**config.mk**
```make
export PLATFORM = sky130hd
export DESIGN_NAME = comm_arbiter
export DESIGN_NICKNAME = d
export VERILOG_FILES = /design/src/rtl/comm_pkg.sv /design/src/rtl/rr_pick.sv /design/src/rtl/comm_arbiter.sv
export SDC_FILE = /design/constraint.sdc
export NUM_CORES = 1
export LEC_CHECK = 0
export BUFFER_PORTS_ARGS = -buffer_cell sky130_fd_sc_hd__buf_2
export CAP_MARGIN = 30
export CORE_MARGIN = 2
export CORE_UTILIZATION = 38
export DETAILED_ROUTE_END_ITERATION = 8
export PLACE_DENSITY = 0.7
export SLEW_MARGIN = 20
export SYNTH_ARGS = -nofsm -noshare
export SYNTH_HDL_FRONTEND = slang
export SYNTH_SLANG_ARGS = --single-unit
```
**constraint.sdc**
```tcl
create_clock -name clk -period 3.48 [get_ports clk]
set_input_delay 0.348 -clock clk [delete_from_list [all_inputs] [get_ports clk]]
set_output_delay 0.348 -clock clk [all_outputs]
set_load 0.02 [all_outputs]
```
**src/rtl/comm_pkg.sv**
```systemverilog
// rtl/comm_pkg.sv - shared types and constants for the transmitter arbiter
package comm_pkg;

    typedef enum logic [1:0] {
        S_IDLE  = 2'd0,
        S_START = 2'd1,
        S_SEND  = 2'd2,
        S_DONE  = 2'd3
    } state_t;

    localparam int N_REQ_DEF  = 4;
    localparam int WORD_W_DEF = 32;

    // Index width for a requester count; a single requester still needs one bit
    function automatic int idx_w(input int n);
        return (n > 1) ? $clog2(n) : 1;
    endfunction

    localparam int IDX_W_DEF = idx_w(N_REQ_DEF);

endpackage

```
**src/rtl/rr_pick.sv**
```systemverilog
// rtl/rr_pick.sv - combinational round-robin winner selection
module rr_pick
    import comm_pkg::*;
#(
    parameter int N_REQ = N_REQ_DEF,
    parameter int IDX_W = IDX_W_DEF
) (
    input  logic [N_REQ-1:0] req,
    input  logic [IDX_W-1:0] last_served,
    output logic             valid,
    output logic [IDX_W-1:0] index
);

    // Scan from last_served+1 upward with wrap; the first set bit wins
    always_comb begin
        int k;
        k     = 0;
        valid = 1'b0;
        index = '0;
        for (int i = 1; i <= N_REQ; i++) begin
            k = int'(last_served) + i;
            if (k >= N_REQ) begin
                k = k - N_REQ;
            end
            if (!valid && req[k]) begin
                valid = 1'b1;
                index = IDX_W'(k);
            end
        end
    end

endmodule

```
**src/rtl/comm_arbiter.sv**
```systemverilog
// rtl/comm_arbiter.sv - round-robin arbiter feeding one serial transmitter
module comm_arbiter
    import comm_pkg::*;
#(
    parameter int N_REQ    = N_REQ_DEF,
    parameter int WORD_W   = WORD_W_DEF,
    parameter int START_TO = 255
) (
    input  logic                    clk,
    input  logic                    reset,
    input  logic [N_REQ-1:0]        req,
    input  logic [N_REQ*WORD_W-1:0] req_word,
    output logic [N_REQ-1:0]        done,
    output logic [N_REQ-1:0]        err,
    output logic                    tx_start,
    output logic [WORD_W-1:0]       tx_word,
    input  logic                    tx_busy,
    output logic [idx_w(N_REQ)-1:0] owner,
    output logic                    active
);

    localparam int IDX_W = idx_w(N_REQ);
    localparam int CNT_W = $clog2(START_TO + 1);

    state_t             state;
    state_t             next_state;
    logic [CNT_W-1:0]   cnt;
    logic [IDX_W-1:0]   last_served;

    logic               pick_valid;
    logic [IDX_W-1:0]   pick_index;
    logic               grant;
    logic               timeout;

    logic               tx_start_d;
    logic [WORD_W-1:0]  tx_word_d;
    logic [N_REQ-1:0]   done_d;
    logic [N_REQ-1:0]   err_d;
    logic [IDX_W-1:0]   owner_d;
    logic               active_d;
    logic [IDX_W-1:0]   last_served_d;
    logic [CNT_W-1:0]   cnt_d;

    rr_pick #(
        .N_REQ (N_REQ),
        .IDX_W (IDX_W)
    ) u_rr_pick (
        .req         (req),
        .last_served (last_served),
        .valid       (pick_valid),
        .index       (pick_index)
    );

    // A grant needs an idle transmitter so the new word never collides with a shift in progress
    assign grant   = (state == S_IDLE) && !tx_busy && pick_valid;
    // Fires on the last allowed START cycle, so tx_start stays up for exactly START_TO cycles
    assign timeout = (state == S_START) && !tx_busy && (cnt == CNT_W'(START_TO - 1));

    // State register
    always_ff @(posedge clk) begin
        if (reset) begin
            state <= S_IDLE;
        end else begin
            state <= next_state;
        end
    end

    // Next-state decode
    always_comb begin
        next_state = state;
        case (state)
            S_IDLE: begin
                if (grant) begin
                    next_state = S_START;
                end
            end
            S_START: begin
                if (tx_busy) begin
                    next_state = S_SEND;
                end else if (timeout) begin
                    next_state = S_IDLE;
                end
            end
            S_SEND: begin
                if (!tx_busy) begin
                    next_state = S_DONE;
                end
            end
            S_DONE: begin
                next_state = S_IDLE;
            end
            default: begin
                next_state = S_IDLE;
            end
        endcase
    end

    // Next values for every output and bookkeeping register
    always_comb begin
        tx_word_d     = tx_word;
        owner_d       = owner;
        done_d        = '0;
        err_d         = '0;
        last_served_d = last_served;
        cnt_d         = cnt;

        if (grant) begin
            tx_word_d = req_word[pick_index*WORD_W +: WORD_W];
            owner_d   = pick_index;
            cnt_d     = '0;
        end

        if ((state == S_START) && !tx_busy && (cnt != CNT_W'(START_TO))) begin
            cnt_d = cnt + CNT_W'(1);
        end

        if (timeout) begin
            err_d[owner]  = 1'b1;
            last_served_d = owner;
        end

        if (state == S_DONE) begin
            done_d[owner] = 1'b1;
            last_served_d = owner;
        end

        tx_start_d = (next_state == S_START);
        active_d   = (next_state != S_IDLE);
    end

    // Output registers; reset also discards any pending done/err of an aborted transfer
    always_ff @(posedge clk) begin
        if (reset) begin
            tx_start    <= 1'b0;
            tx_word     <= '0;
            done        <= '0;
            err         <= '0;
            owner       <= '0;
            active      <= 1'b0;
            last_served <= IDX_W'(N_REQ - 1);
            cnt         <= '0;
        end else begin
            tx_start    <= tx_start_d;
            tx_word     <= tx_word_d;
            done        <= done_d;
            err         <= err_d;
            owner       <= owner_d;
            active      <= active_d;
            last_served <= last_served_d;
            cnt         <= cnt_d;
        end
    end

endmodule

```
# After elaboration in Yosys (flattened, before gate mapping)
# Cells that the tools add are included.
dict set report word_totals {
  ff_bits 56
  in_bits 135
  output_inout_bits 44
  wordCells 91
}
dict set report classes {
  addsub 9
  n_lt_le_gt_ge 10
  eq_ne 6
  shifts 1
  n_mux 35
  bitwise_logic 2
  reduce_logical 19
}
# cell count
set op_table {}
lappend op_table {{32-bit by 4-bit greater-or-equal comparator with 1-bit output, second input constant} 4}
lappend op_table {{32-bit by 4-bit < comparator with 1-bit output, second input constant} 4}
lappend op_table {{32-bit 2-to-1 mux} 4}
lappend op_table {{128-bit by 8-bit indexed part select with 32-bit output} 1}
lappend op_table {{32-bit by 4-bit subtractor with 32-bit output, second input constant} 4}
lappend op_table {{2-bit 2-to-1 mux} 10}
lappend op_table {{8-bit 2-to-1 mux} 2}
lappend op_table {{1-bit 2-to-1 mux} 13}
lappend op_table {{1-bit logical AND} 9}
lappend op_table {{8-bit by 1-bit adder with 8-bit output, second input constant} 1}
lappend op_table {{1-bit binary-select mux with 2-bit select} 4}
lappend op_table {{8-bit equality test, second input constant} 1}
lappend op_table {{8-bit inequality test, second input constant} 1}
lappend op_table {{2-bit case mux with 4 select lines} 1}
lappend op_table {{2-bit by 2-bit adder with 3-bit output, second input constant} 2}
lappend op_table {{2-bit nonzero test} 3}
lappend op_table {{2-bit by 3-bit adder with 4-bit output, second input constant} 1}
lappend op_table {{2-bit by 1-bit equality test with 1-bit output, second input constant} 2}
lappend op_table {{2-bit equality test, second input constant} 2}
lappend op_table {{1-bit zero test} 4}
lappend op_table {{2-bit OR reduction} 2}
lappend op_table {{2-bit by 1-bit adder with 3-bit output, second input constant} 1}
lappend op_table {{2-bit by 3-bit < comparator with 1-bit output, second input constant} 1}
lappend op_table {{1-bit demux with 2-bit select} 1}
lappend op_table {{3 further kinds} 4}

# Longest topological paths before layout
# Gate-level depths: netlist of run 1.
dict set report depth {
  word_depth 20
  depth_mapped 8
  ltp_nobuf 7
}

# By module
# From an unflattened synthesis of run 1, not the netlist that was laid out.
dict set report hier_totals {
  cells_unflattened 310
  area_unflattened_um2 3014.1
}
# mod n_inst cells_per_inst area_each_um2 seq_area_each_um2
set by_module_without_submodules {}
lappend by_module_without_submodules {comm_arbiter 1 296 2922.8 1121.1}
lappend by_module_without_submodules {rr_pick 1 14 91.3 0.0}

# Worst setup path before layout of run 1
# OpenSTA, ideal clock, no wires.
dict set report synth_timing {
  path_type {flip-flop to flip-flop}
  startpoint {register state[0]}
  endpoint {register cnt[1]}
  setup_ps 65
  arrival_time_ps 1581
  t_required_ps 3415
  setup_slack_ps 1834
  stages_incl_launch_ff 7
  n_path_buf 2
  path_cell_list {dfxtp_1 > buf_6 > or3b_1 > buf_2 > a41oi_4 > mux2_2 > nor2_1}
}
dict set report synth_between {
  elab_chain_cells 4
  elab_cells_between_ends 8
  classes_between {eq/ne (1); mux (1); reduce/logical (6)}
}
# element line_no
set synth_lines {}
lappend synth_lines {{from (decl)} comm_arbiter.sv:25} ;# state_t state;
lappend synth_lines {{from (signal assigned)} comm_arbiter.sv:64} ;# state <= next_state;
lappend synth_lines {{2-bit by 1-bit equality test with 1-bit output / 2-bit zero test (equally long branches)} {comm_arbiter.sv:113, comm_arbiter.sv:55}}
lappend synth_lines {{1-bit logical AND (on tied branches) (2 in series)} {comm_arbiter.sv:113, comm_arbiter.sv:55}}
lappend synth_lines {{8-bit 2-to-1 mux / 2-bit nonzero test (equally long branches)} -}
lappend synth_lines {{to (signal assigned)} comm_arbiter.sv:150} ;# cnt <= cnt_d;
lappend synth_lines {{to (decl)} comm_arbiter.sv:27} ;# logic [CNT_W-1:0] cnt;
# Parallel ways exist; a longest one is shown, timed or not.
# A chain may end at the register's enable or synchronous reset.

# Final worst setup path of run 1
dict set report layout_timing {
  startpoint {register last_served[1]}
  endpoint {register tx_word[29]}
}
dict set report layout_between {
  elab_chain_cells 17
  elab_cells_between_ends 44
  classes_between {add/sub (8); order compare (4); shift (1); mux (24); reduce/logical (7)}
}
# element line_no
set layout_lines {}
lappend layout_lines {{from (decl)} comm_arbiter.sv:28} ;# logic [IDX_W-1:0] last_served;
lappend layout_lines {{from (signal assigned)} comm_arbiter.sv:140} ;# last_served <= IDX_W'(N_REQ - 1);
lappend layout_lines {{from (signal assigned)} comm_arbiter.sv:149} ;# last_served <= last_served_d;
lappend layout_lines {{2-bit by 1-bit adder with 3-bit output} rr_pick.sv:21} ;# k = int'(last_served) + i;
lappend layout_lines {{32-bit by 4-bit subtractor with 32-bit output / 32-bit by 4-bit greater-or-equal comparator with 1-bit output (equally long branches)} {rr_pick.sv:23, rr_pick.sv:22}}
lappend layout_lines {{32-bit 2-to-1 mux} rr_pick.sv:22} ;# if (k >= N_REQ) begin
lappend layout_lines {{1-bit binary-select mux with 2-bit select} rr_pick.sv:25} ;# if (!valid && req[k]) begin
lappend layout_lines {{1-bit 2-to-1 mux (implied by the code) (2 in series)} rr_pick.sv:25}
lappend layout_lines {{1-bit 2-to-1 mux} rr_pick.sv:25}
lappend layout_lines {{1-bit zero test} rr_pick.sv:25}
lappend layout_lines {{1-bit logical AND} rr_pick.sv:25}
lappend layout_lines {{1-bit 2-to-1 mux} rr_pick.sv:25}
lappend layout_lines {{1-bit zero test} rr_pick.sv:25}
lappend layout_lines {{1-bit logical AND} rr_pick.sv:25}
lappend layout_lines {{1-bit 2-to-1 mux} rr_pick.sv:25}
lappend layout_lines {{1-bit zero test} rr_pick.sv:25}
lappend layout_lines {{1-bit logical AND} rr_pick.sv:25}
lappend layout_lines {{2-bit 2-to-1 mux / 1-bit 2-to-1 mux (equally long branches)} rr_pick.sv:25}
lappend layout_lines {{128-bit by 8-bit indexed part select with 32-bit output / 1-bit logical AND (equally long branches)} {comm_arbiter.sv:108, comm_arbiter.sv:55}}
lappend layout_lines {{to (signal assigned)} comm_arbiter.sv:144} ;# tx_word <= tx_word_d;
lappend layout_lines {{to (decl)} comm_arbiter.sv:16} ;# output logic [WORD_W-1:0] tx_word,
# Parallel ways exist; a longest one is shown, timed or not. The select of a mux whose other input is x is not followed.

==> impl_metrics.env, run 1 <==
export IMPL_hp_class="in2reg"
export IMPL_dominantRegCellSynth="dfxtp_1"
export IMPL_hold_viol_final=0
export IMPL_skew_ps=10.6
export IMPL_drc_errors=0
export IMPL_post_cts_buffers=0
export IMPL_wl_per_cell_um=15.2
export IMPL_overflow=0
export IMPL_synth_warnings=0
export IMPL_die_x_um=97.5
export IMPL_cts_root_buf="clkbuf_8"
export IMPL_cts_htree_levels=2
export IMPL_worst_ep_arrival_time_ps=2430
export IMPL_cts_tree="done"
export IMPL_fmax_mhz=443
export IMPL_postCtsResizedCells=0
export IMPL_ant_nets=0
export IMPL_dieArea_um2=9510
export IMPL_setup_worst_path_end_class="flip-flop"
export IMPL_setup_viol=0
export IMPL_drt_iter0_markers=153
export IMPL_holdBufCountCts=0
export IMPL_placedCellCount=632
export IMPL_power_density_nw_per_um2=344
export IMPL_first_global_vias=3300
export IMPL_synth_area_um2=3320
export IMPL_worst_pin_slew_ps=992
export IMPL_crit_required_ps=3660
export IMPL_antenna_found_initial=0
export IMPL_p_comb_frac=0.289
export IMPL_fin_nets=668
export IMPL_pin_count=179
export IMPL_ys_seq_area_frac=0.337
export IMPL_clk_path_buf_depth=2
export IMPL_grt_pass1_wl_mm=15.8
export IMPL_drive_above_1_share=0.420
export IMPL_drtPass1Iterations=4
export IMPL_insertion_delay_ps=310
export IMPL_synthCells=374
export IMPL_coreArea_um2=8590
export IMPL_drt_wl_total_mm=9.73
export IMPL_cts_buffers=5
export IMPL_areaGrowthSynthToFinish_pct=29.1
export IMPL_die_h_um=97.5
export IMPL_routabilityCongestion=0.832
export IMPL_synth_nets=511
export IMPL_period_minus_slack_ps=2260
export IMPL_pwr_share_clk=0.230
export IMPL_vias=3535
export IMPL_crit_type="reg2reg"
export IMPL_grt_max_degree=61
export IMPL_diodes=0
export IMPL_start_util=0.387
export IMPL_via_per_inst=5.53
export IMPL_max_slew_margin_rel=0.334
export IMPL_cts_num_sinks=56
export IMPL_p_leak_nw=1.97
export IMPL_syn_avg_cell_area_um2=8.89
export IMPL_crit_path_start_kind="flip-flop"
export IMPL_internal_power_mw=1.00
export IMPL_ir_worst_vdd_mv=0.165
export IMPL_synth_top_cell_by_area="dfxtp_1"
export IMPL_port_buffer_count=178
export IMPL_synth_edf_count=0
export IMPL_power_frac_seq=0.481
export IMPL_finalNonFillerCells=639
export IMPL_tns_ps=0
export IMPL_path_clk_slew_ps=100
export IMPL_ys_ff_latch=56
export IMPL_dpl_hpwl_mm=7.16
export IMPL_status="completed"
export IMPL_synth_top_area_share=0.337
export IMPL_fin_crit_sh=0.648
export IMPL_swShare=0.321
export IMPL_ys_async_sr_fraction=0
export IMPL_synth_area_top_cells="dfxtp_1 34%, mux2i_1 8.1%, a211oi_1 6.1%, and3_1 4.9%, nor4_2 3.8%"
export IMPL_rows=34
export IMPL_p_switching_mw=0.473
export IMPL_track_usage=0.199
export IMPL_max_cap_viol_count=0
export IMPL_rsz0062_at_grt="no"
export IMPL_drv_slew=0
export IMPL_synth_distinct_cells=51
export IMPL_crit_path_max_fanout=27
-- synthesized netlist by cell type (all sizes together) (3+ instances only) --
library cell   n
o21ai         19
nand3         18
nor4          15
mux2i         27
or3            3
clkbuf        15
a31oi          3
a21oi         10
nand3b        15
nor3           9
and3          26
buf           19
a211oi        27
nor2b          4
a211o         13
o211ai        13
or2            3
nor2          33
dfxtp         56
nand2         14
o221ai         6
nand2b         3
-- registers in the layout (all words and copies together), names as in the netlist --
register,count
state,2
done,4
err,4
owner,2
last_served,2
tx_word,32
active,1
tx_start,1
cnt,8
-- layout make-up --
class	instances	area, um2
clock buffers	5	68.8
inverters	2	7.51
repair buffers	184	936
clock inverters	2	12.5
multi-input cells	282	2010
flip-flops and latches	56	1120
fillers	877	4300
well taps	108	135
-- routing by layer --
layer  track usage  vias up  wire length [um]
met3        0.0324        5               749
li1              -     1720                 -
met1         0.261     1652              4190
met5             0        -                 0
met2         0.338      158              4700
met4        0.0513        0                84
-- layout by cell type (no fill, tap or decap), types with 3 or more instances in the layout --
master	instances
buf_2	178
dfxtp_1	56
nor2_1	32
mux2i_1	27
a211oi_1	27
and3_1	26
nand3_1	18
o21ai_0	17
nand3b_1	15
a211o_1	13
nand2_1	12
nor4_2	10
a21oi_1	10
o211ai_2	9
nor3_1	7
buf_4	6
nor4_1	5
o221ai_1	5
clkbuf_8	5
nor2b_1	4
o211ai_1	4
or3_1	3
nand2b_1	3
a31oi_1	3
-- stage by stage --
step	instance area [um2]	total power, mW	worst slack [ps]	utilization	hold slack (ps)
detailed placement	4210	1.15	962	0.490	447
CTS	4290	1.50	1210	0.500	322
global route	4290	1.56	1050	0.500	337
global placement	4210	1.15	1040	0.490	452
floorplan	3320	0.995	1830	-	427
finish	4290	1.48	1220	0.500	331
-- worst paths after layout --
kind / start / endpoint / slack [ps] / cells after the start
worst max register to register: last_served[1] / tx_word[29] / 1220 / 6
worst min-delay path: tx_busy / state[0] / 330 / 2
worst min register to register: tx_word[22] / tx_word[22] / 470 / 2
worst max-delay path: last_served[1] / tx_word[29] / 1220 / 6
-- worst max-delay path, cell delays in order, from the launching register on --
cell and delay (ps):
dfxtp_1 460, mux2i_1 130, o21a_1 200, nand2_2 410, buf_4 480, mux2i_1 320
o211ai_2 100
-- cells by family after synthesis --
| family | after synthesis | share of synthesized area |
|---|---|---|
| buffers and inverters | 36 | 0.0576 |
| muxes | 28 | 0.0847 |
| AOI/OAI and AO/OA | 101 | 0.237 |
| and+or+nand+nor | 150 | 0.273 |
| xor gates and xnor gates | 1 | 0.00264 |
| DFF | 56 | 0.337 |
| adders and majority gates | 2 | 0.00753 |
-- power groups by stage --
stage | Sequential [mW] | Combinational, mW | Clock [mW]
2_1_floorplan | 0.769 | 0.225 | 0
3_3_place_gp | 0.724 | 0.422 | 0
3_5_place_dp | 0.724 | 0.431 | 0
4_1_cts | 0.710 | 0.432 | 0.356
5_1_grt | 0.716 | 0.468 | 0.375
6_report | 0.709 | 0.427 | 0.339
No activity file was read; power rests on OpenSTA's default activity.
==> run 2, diff against run 1 <==
==> constraint.sdc (replaced) <==
create_clock -name clk -period 2.3 [get_ports clk]
set_input_delay 0.23 -clock clk [delete_from_list [all_inputs] [get_ports clk]]
set_output_delay 0.23 -clock clk [all_outputs]
set_load 0.02 [all_outputs]
==> impl_metrics.env, run 2 (synthesized netlist as in run 1, its figures left out) <==
export IMPL_power_density_nw_per_um2=544
export IMPL_period_minus_slack_ps=2030
export IMPL_cts_htree_levels=2
export IMPL_placed_cell_area_um2=4290
export IMPL_cts_root_buf="clkbuf_8"
export IMPL_hp_class="in2reg"
export IMPL_grt_pass1_wl_mm=16.5
export IMPL_drc_errors=0
export IMPL_tns_ps=0
export IMPL_status="completed"
export IMPL_final_common_cell="buf_2"
export IMPL_pin_count=179
export IMPL_drtPass1Iterations=4
export IMPL_layout_cells_most_common_list="178 x buf_2, 56 x dfxtp_1, 32 x nor2_1, 27 x mux2i_1, 27 x a211oi_1"
export IMPL_dpl_hpwl_mm=7.55
export IMPL_holdBufCountCts=0
export IMPL_drv_slew=0
export IMPL_die_h_um=97.5
export IMPL_clk_path_buf_depth=2
export IMPL_routabilityCongestion=0.779
export IMPL_grt_max_degree=43
export IMPL_dieArea_um2=9510
export IMPL_rsz0062_at_grt="no"
export IMPL_fin_ws_ps=273
export IMPL_worst_pin_slew_ps=801
export IMPL_postCtsResizedCells=0
export IMPL_top_regs="tx_word x32, cnt x8"
export IMPL_crit_path_max_fanout=12
export IMPL_via_per_inst=5.48
export IMPL_ir_worst_vdd_mv=0.357
export IMPL_post_place_ws_ps=246
export IMPL_wl_per_cell_um=15.6
export IMPL_max_slew_margin_rel=0.465
export IMPL_largest_reg_flops=32
export IMPL_drt_wl_total_mm=10.1
export IMPL_areaGrowthSynthToFinish_pct=32.4
export IMPL_antenna_found_initial=0
export IMPL_coreArea_um2=8590
export IMPL_hold_viol_final=0
export IMPL_ant_nets=0
export IMPL_setup_worst_path_end_class="flip-flop"
export IMPL_max_cap_viol_count=0
export IMPL_rows=34
export IMPL_track_usage=0.205
export IMPL_insertion_delay_ps=310
export IMPL_setup_viol=0
export IMPL_regMostFlops="tx_word"
export IMPL_vias=3558
export IMPL_fillers=821
export IMPL_p_leak_nw=2.03
export IMPL_crit_path_start_kind="flip-flop"
export IMPL_first_global_vias=3482
export IMPL_die_x_um=97.5
export IMPL_cts_buffers=5
export IMPL_worst_ep_arrival_time_ps=2220
export IMPL_cts_num_sinks=56
export IMPL_drt_iter0_markers=169
export IMPL_crit_type="reg2reg"
export IMPL_fmax_mhz=493
export IMPL_fin_nets=677
export IMPL_layout_cell_area_non_filler_um2=4400
export IMPL_port_buffer_count=178
export IMPL_start_util=0.387
export IMPL_cts_tree="done"
export IMPL_skew_ps=3.02
export IMPL_overflow=0
export IMPL_post_cts_buffers=0
export IMPL_path_clk_slew_ps=100
export IMPL_diodes=0
export IMPL_fin_crit_sh=0.881
export IMPL_crit_required_ps=2490
export IMPL_drive_above_1_share=0.431
## run 2: cell count changes in the layout (fill, tap and decap cells not counted)
cell and change:
buf_12 +1, bufinv_16 +1, buf_4 +8
## run 2: per-stage QoR
stage          std cells  hold WS, ps  total power [mW]  utilization
2_1_floorplan        374          309              1.50            -
3_3_place_gp         641          452              1.75        0.499
3_5_place_dp         641          450              1.76        0.499
4_1_cts              649          181              2.43        0.512
5_1_grt              649          192              2.52        0.512
6_report             649          194              2.40        0.512
## run 2: power breakdown
group / internal, mW / switching (mW)
clock: 0.323 / 0.334
combinational: 0.292 / 0.375
sequential: 1.03 / 0.0397
## run 2: path summary, 6_finish.rpt
check | slack (ps) | endpoint | cells past startpoint | start
hold / removal | 190 | state[0] | 2 | tx_busy
setup / recovery | 270 | tx_word[26] | 6 | state[1]
hold reg to reg | 480 | tx_word[0] | 2 | tx_word[0]
setup reg to reg | 270 | tx_word[26] | 6 | state[1]
## run 2: critical path, stage by stage (launching register included)
cell	delay [ps]
dfxtp_1	410
nor3_4	170
nor2b_1	670
nand2_2	100
buf_4	220
a211oi_1	250
nor4_2	90
## run 2: area by class of cell
type | count | area [um2] | share of cell area
well taps | 108 | 135 | 0.0307
inverters | 2 | 7.51 | 0.00171
repair buffers | 193 | 1020 | 0.231
multi-input cells | 282 | 2010 | 0.457
flip-flops and latches | 56 | 1120 | 0.255
clock buffers | 5 | 68.8 | 0.0156
clock inverters | 3 | 42.5 | 0.00966
## run 2: per-layer routing
layer / wire length (um) / vias up / track usage / share of wire
met3: 627 / 16 / 0.0374 / 0.062
met1: 4400 / 1652 / 0.267 / 0.44
met2: 4910 / 147 / 0.352 / 0.49
met4: 155 / 0 / 0.0513 / 0.015
li1: - / 1743 / - / -
met5: 0 / - / 0 / 0
==> run 3, diff against run 2 <==
--- a/config.mk
+++ b/config.mk
@@ -8,9 +8,9 @@
 export BUFFER_PORTS_ARGS = -buffer_cell sky130_fd_sc_hd__buf_2
 export CAP_MARGIN = 30
 export CORE_MARGIN = 2
-export CORE_UTILIZATION = 38
+export CORE_UTILIZATION = 45
 export DETAILED_ROUTE_END_ITERATION = 8
-export PLACE_DENSITY = 0.7
+export PLACE_DENSITY = 0.8
 export SLEW_MARGIN = 20
 export SYNTH_ARGS = -nofsm -noshare
 export SYNTH_HDL_FRONTEND = slang
==> impl_metrics.env, run 3 (synthesized netlist as in run 1, its figures left out) <==
export IMPL_grt_max_degree=40
export IMPL_crit_required_ps=2550
export IMPL_setup_viol=0
export IMPL_drv_slew=0
export IMPL_internal_power_mw=1.70
export IMPL_status="completed"
export IMPL_diodes=0
export IMPL_regMostFlops="tx_word"
export IMPL_max_slew_margin_rel=0.628
export IMPL_areaGrowthSynthToFinish_pct=31.3
export IMPL_dieArea_um2=8090
export IMPL_p_switching_mw=0.732
export IMPL_coreArea_um2=7210
export IMPL_p_comb_frac=0.268
export IMPL_cts_buffers=5
export IMPL_slowest_stage="dfxtp_1"
export IMPL_overflow=0
export IMPL_max_cap_viol_count=0
export IMPL_clk_path_buf_depth=2
export IMPL_fmax_mhz=521
export IMPL_met1_usage=0.297
export IMPL_fin_nets=673
export IMPL_fin_crit_sh=0.834
export IMPL_use_met3=0.0469
export IMPL_wl_per_cell_um=15.6
export IMPL_swShare=0.301
export IMPL_cts_num_sinks=56
export IMPL_r2r_cells=4
export IMPL_worst_ep_arrival_time_ps=2170
export IMPL_rsz0062_at_grt="no"
export IMPL_pin_count=179
export IMPL_cts_root_buf="clkbuf_8"
export IMPL_drc_errors=0
export IMPL_die_h_um=90.0
export IMPL_power_frac_seq=0.442
export IMPL_min_delay_path_depth=2
export IMPL_power_density_nw_per_um2=557
export IMPL_hold_ws_ps=187
export IMPL_postCtsResizedCells=0
export IMPL_ir_worst_vdd_mv=0.279
export IMPL_drtPass1Iterations=4
export IMPL_hp_class="in2reg"
export IMPL_post_cts_buffers=0
export IMPL_die_x_um=90.0
export IMPL_period_minus_slack_ps=1920
export IMPL_port_buffer_count=178
export IMPL_insertion_delay_ps=310
export IMPL_grt_pass1_wl_mm=15.8
export IMPL_rows=31
export IMPL_crit_chain="or3b_1, a41oi_4, mux2_2, nor2_1"
export IMPL_drt_iter0_markers=197
export IMPL_track_usage=0.236
export IMPL_antenna_found_initial=0
export IMPL_routabilityCongestion=0.823
export IMPL_final_common_cell="buf_2"
export IMPL_ant_nets=0
export IMPL_drive_above_1_share=0.426
export IMPL_cts_tree="done"
export IMPL_busiest_layer="met2"
export IMPL_worst_pin_slew_ps=552
export IMPL_hold_viol_final=0
export IMPL_path_clk_slew_ps=100
export IMPL_drt_wl_total_mm=9.90
export IMPL_start_util=0.461
export IMPL_layout_cells_most_common_list="178 x buf_2, 56 x dfxtp_1, 32 x nor2_1, 27 x mux2i_1, 27 x a211oi_1"
export IMPL_via_per_inst=5.60
export IMPL_dpl_hpwl_mm=7.29
export IMPL_p_leak_nw=2.02
export IMPL_vias=3564
export IMPL_max_stage_delay_ps=530
export IMPL_tns_ps=0
export IMPL_top_regs="tx_word x32, cnt x8"
export IMPL_first_global_vias=3441
export IMPL_holdBufCountCts=0
export IMPL_crit_path_start_kind="flip-flop"
export IMPL_largest_reg_flops=32
export IMPL_setup_worst_path_end_class="flip-flop"
export IMPL_pwr_share_clk=0.290
export IMPL_crit_type="reg2reg"
export IMPL_cts_htree_levels=2
export IMPL_met2_usage=0.407
export IMPL_skew_ps=3.82
export IMPL_crit_path_max_fanout=10
[run 3: cell types whose count changed in the layout (fill, tap and decap cells not counted), sizes merged]
| cell | previous run | this run |
|---|---|---|
| buf | 193 | 189 |
| clkbuf | 5 | 7 |
| clkinv | 1 | 0 |
| clkinvlp | 1 | 0 |
[run 3: path summary, 6_finish.rpt]
path	to	slack, ps	start
max	cnt[1]	380	state[0]
min	state[1]	190	reset
max reg2reg	cnt[1]	380	state[0]
min reg2reg	tx_word[10]	480	tx_word[10]
[run 3: worst max-delay path, delay by kind of cell, from the launching register on]
| kind | cells | cell delay [ps] |
|---|---|---|
| simple gates | 2 | 620 |
| flops | 1 | 530 |
| mux | 1 | 370 |
| compound gates | 1 | 340 |
[run 3: metal layers]
| metal | vias up | wire length, um |
|---|---|---|
| li1 | 1735 | - |
| met1 | 1668 | 4220 |
| met2 | 149 | 4850 |
| met3 | 12 | 703 |
| met4 | 0 | 130 |
| met5 | - | 0 |
[run 3: area by class of cell]
cell class              count  area, um2
multi-input cells         282       2010
repair buffers            189        973
clock inverters             1       30.0
fillers                   683       2850
flip-flops and latches     56       1120
inverters                   2       7.51
well taps                  99        124
clock buffers               7       96.3
[run 3: per-stage QoR]
step	setup WS (ps)	std cells	instance area, um2	utilization	power, mW
global route	207	636	4360	0.605	2.54
detailed placement	290	628	4240	0.587	1.75
floorplan	654	374	3320	-	1.50
CTS	392	636	4360	0.605	2.45
global placement	368	628	4240	0.587	1.74
finish	382	636	4360	0.605	2.43
[run 3: power by group through the flow]
stage	Combinational, mW	Sequential [mW]	Clock, mW
finish	0.652	1.08	0.706
global route	0.711	1.08	0.748
CTS	0.655	1.08	0.724
detailed placement	0.654	1.10	0
global placement	0.641	1.09	0
floorplan	0.341	1.16	0
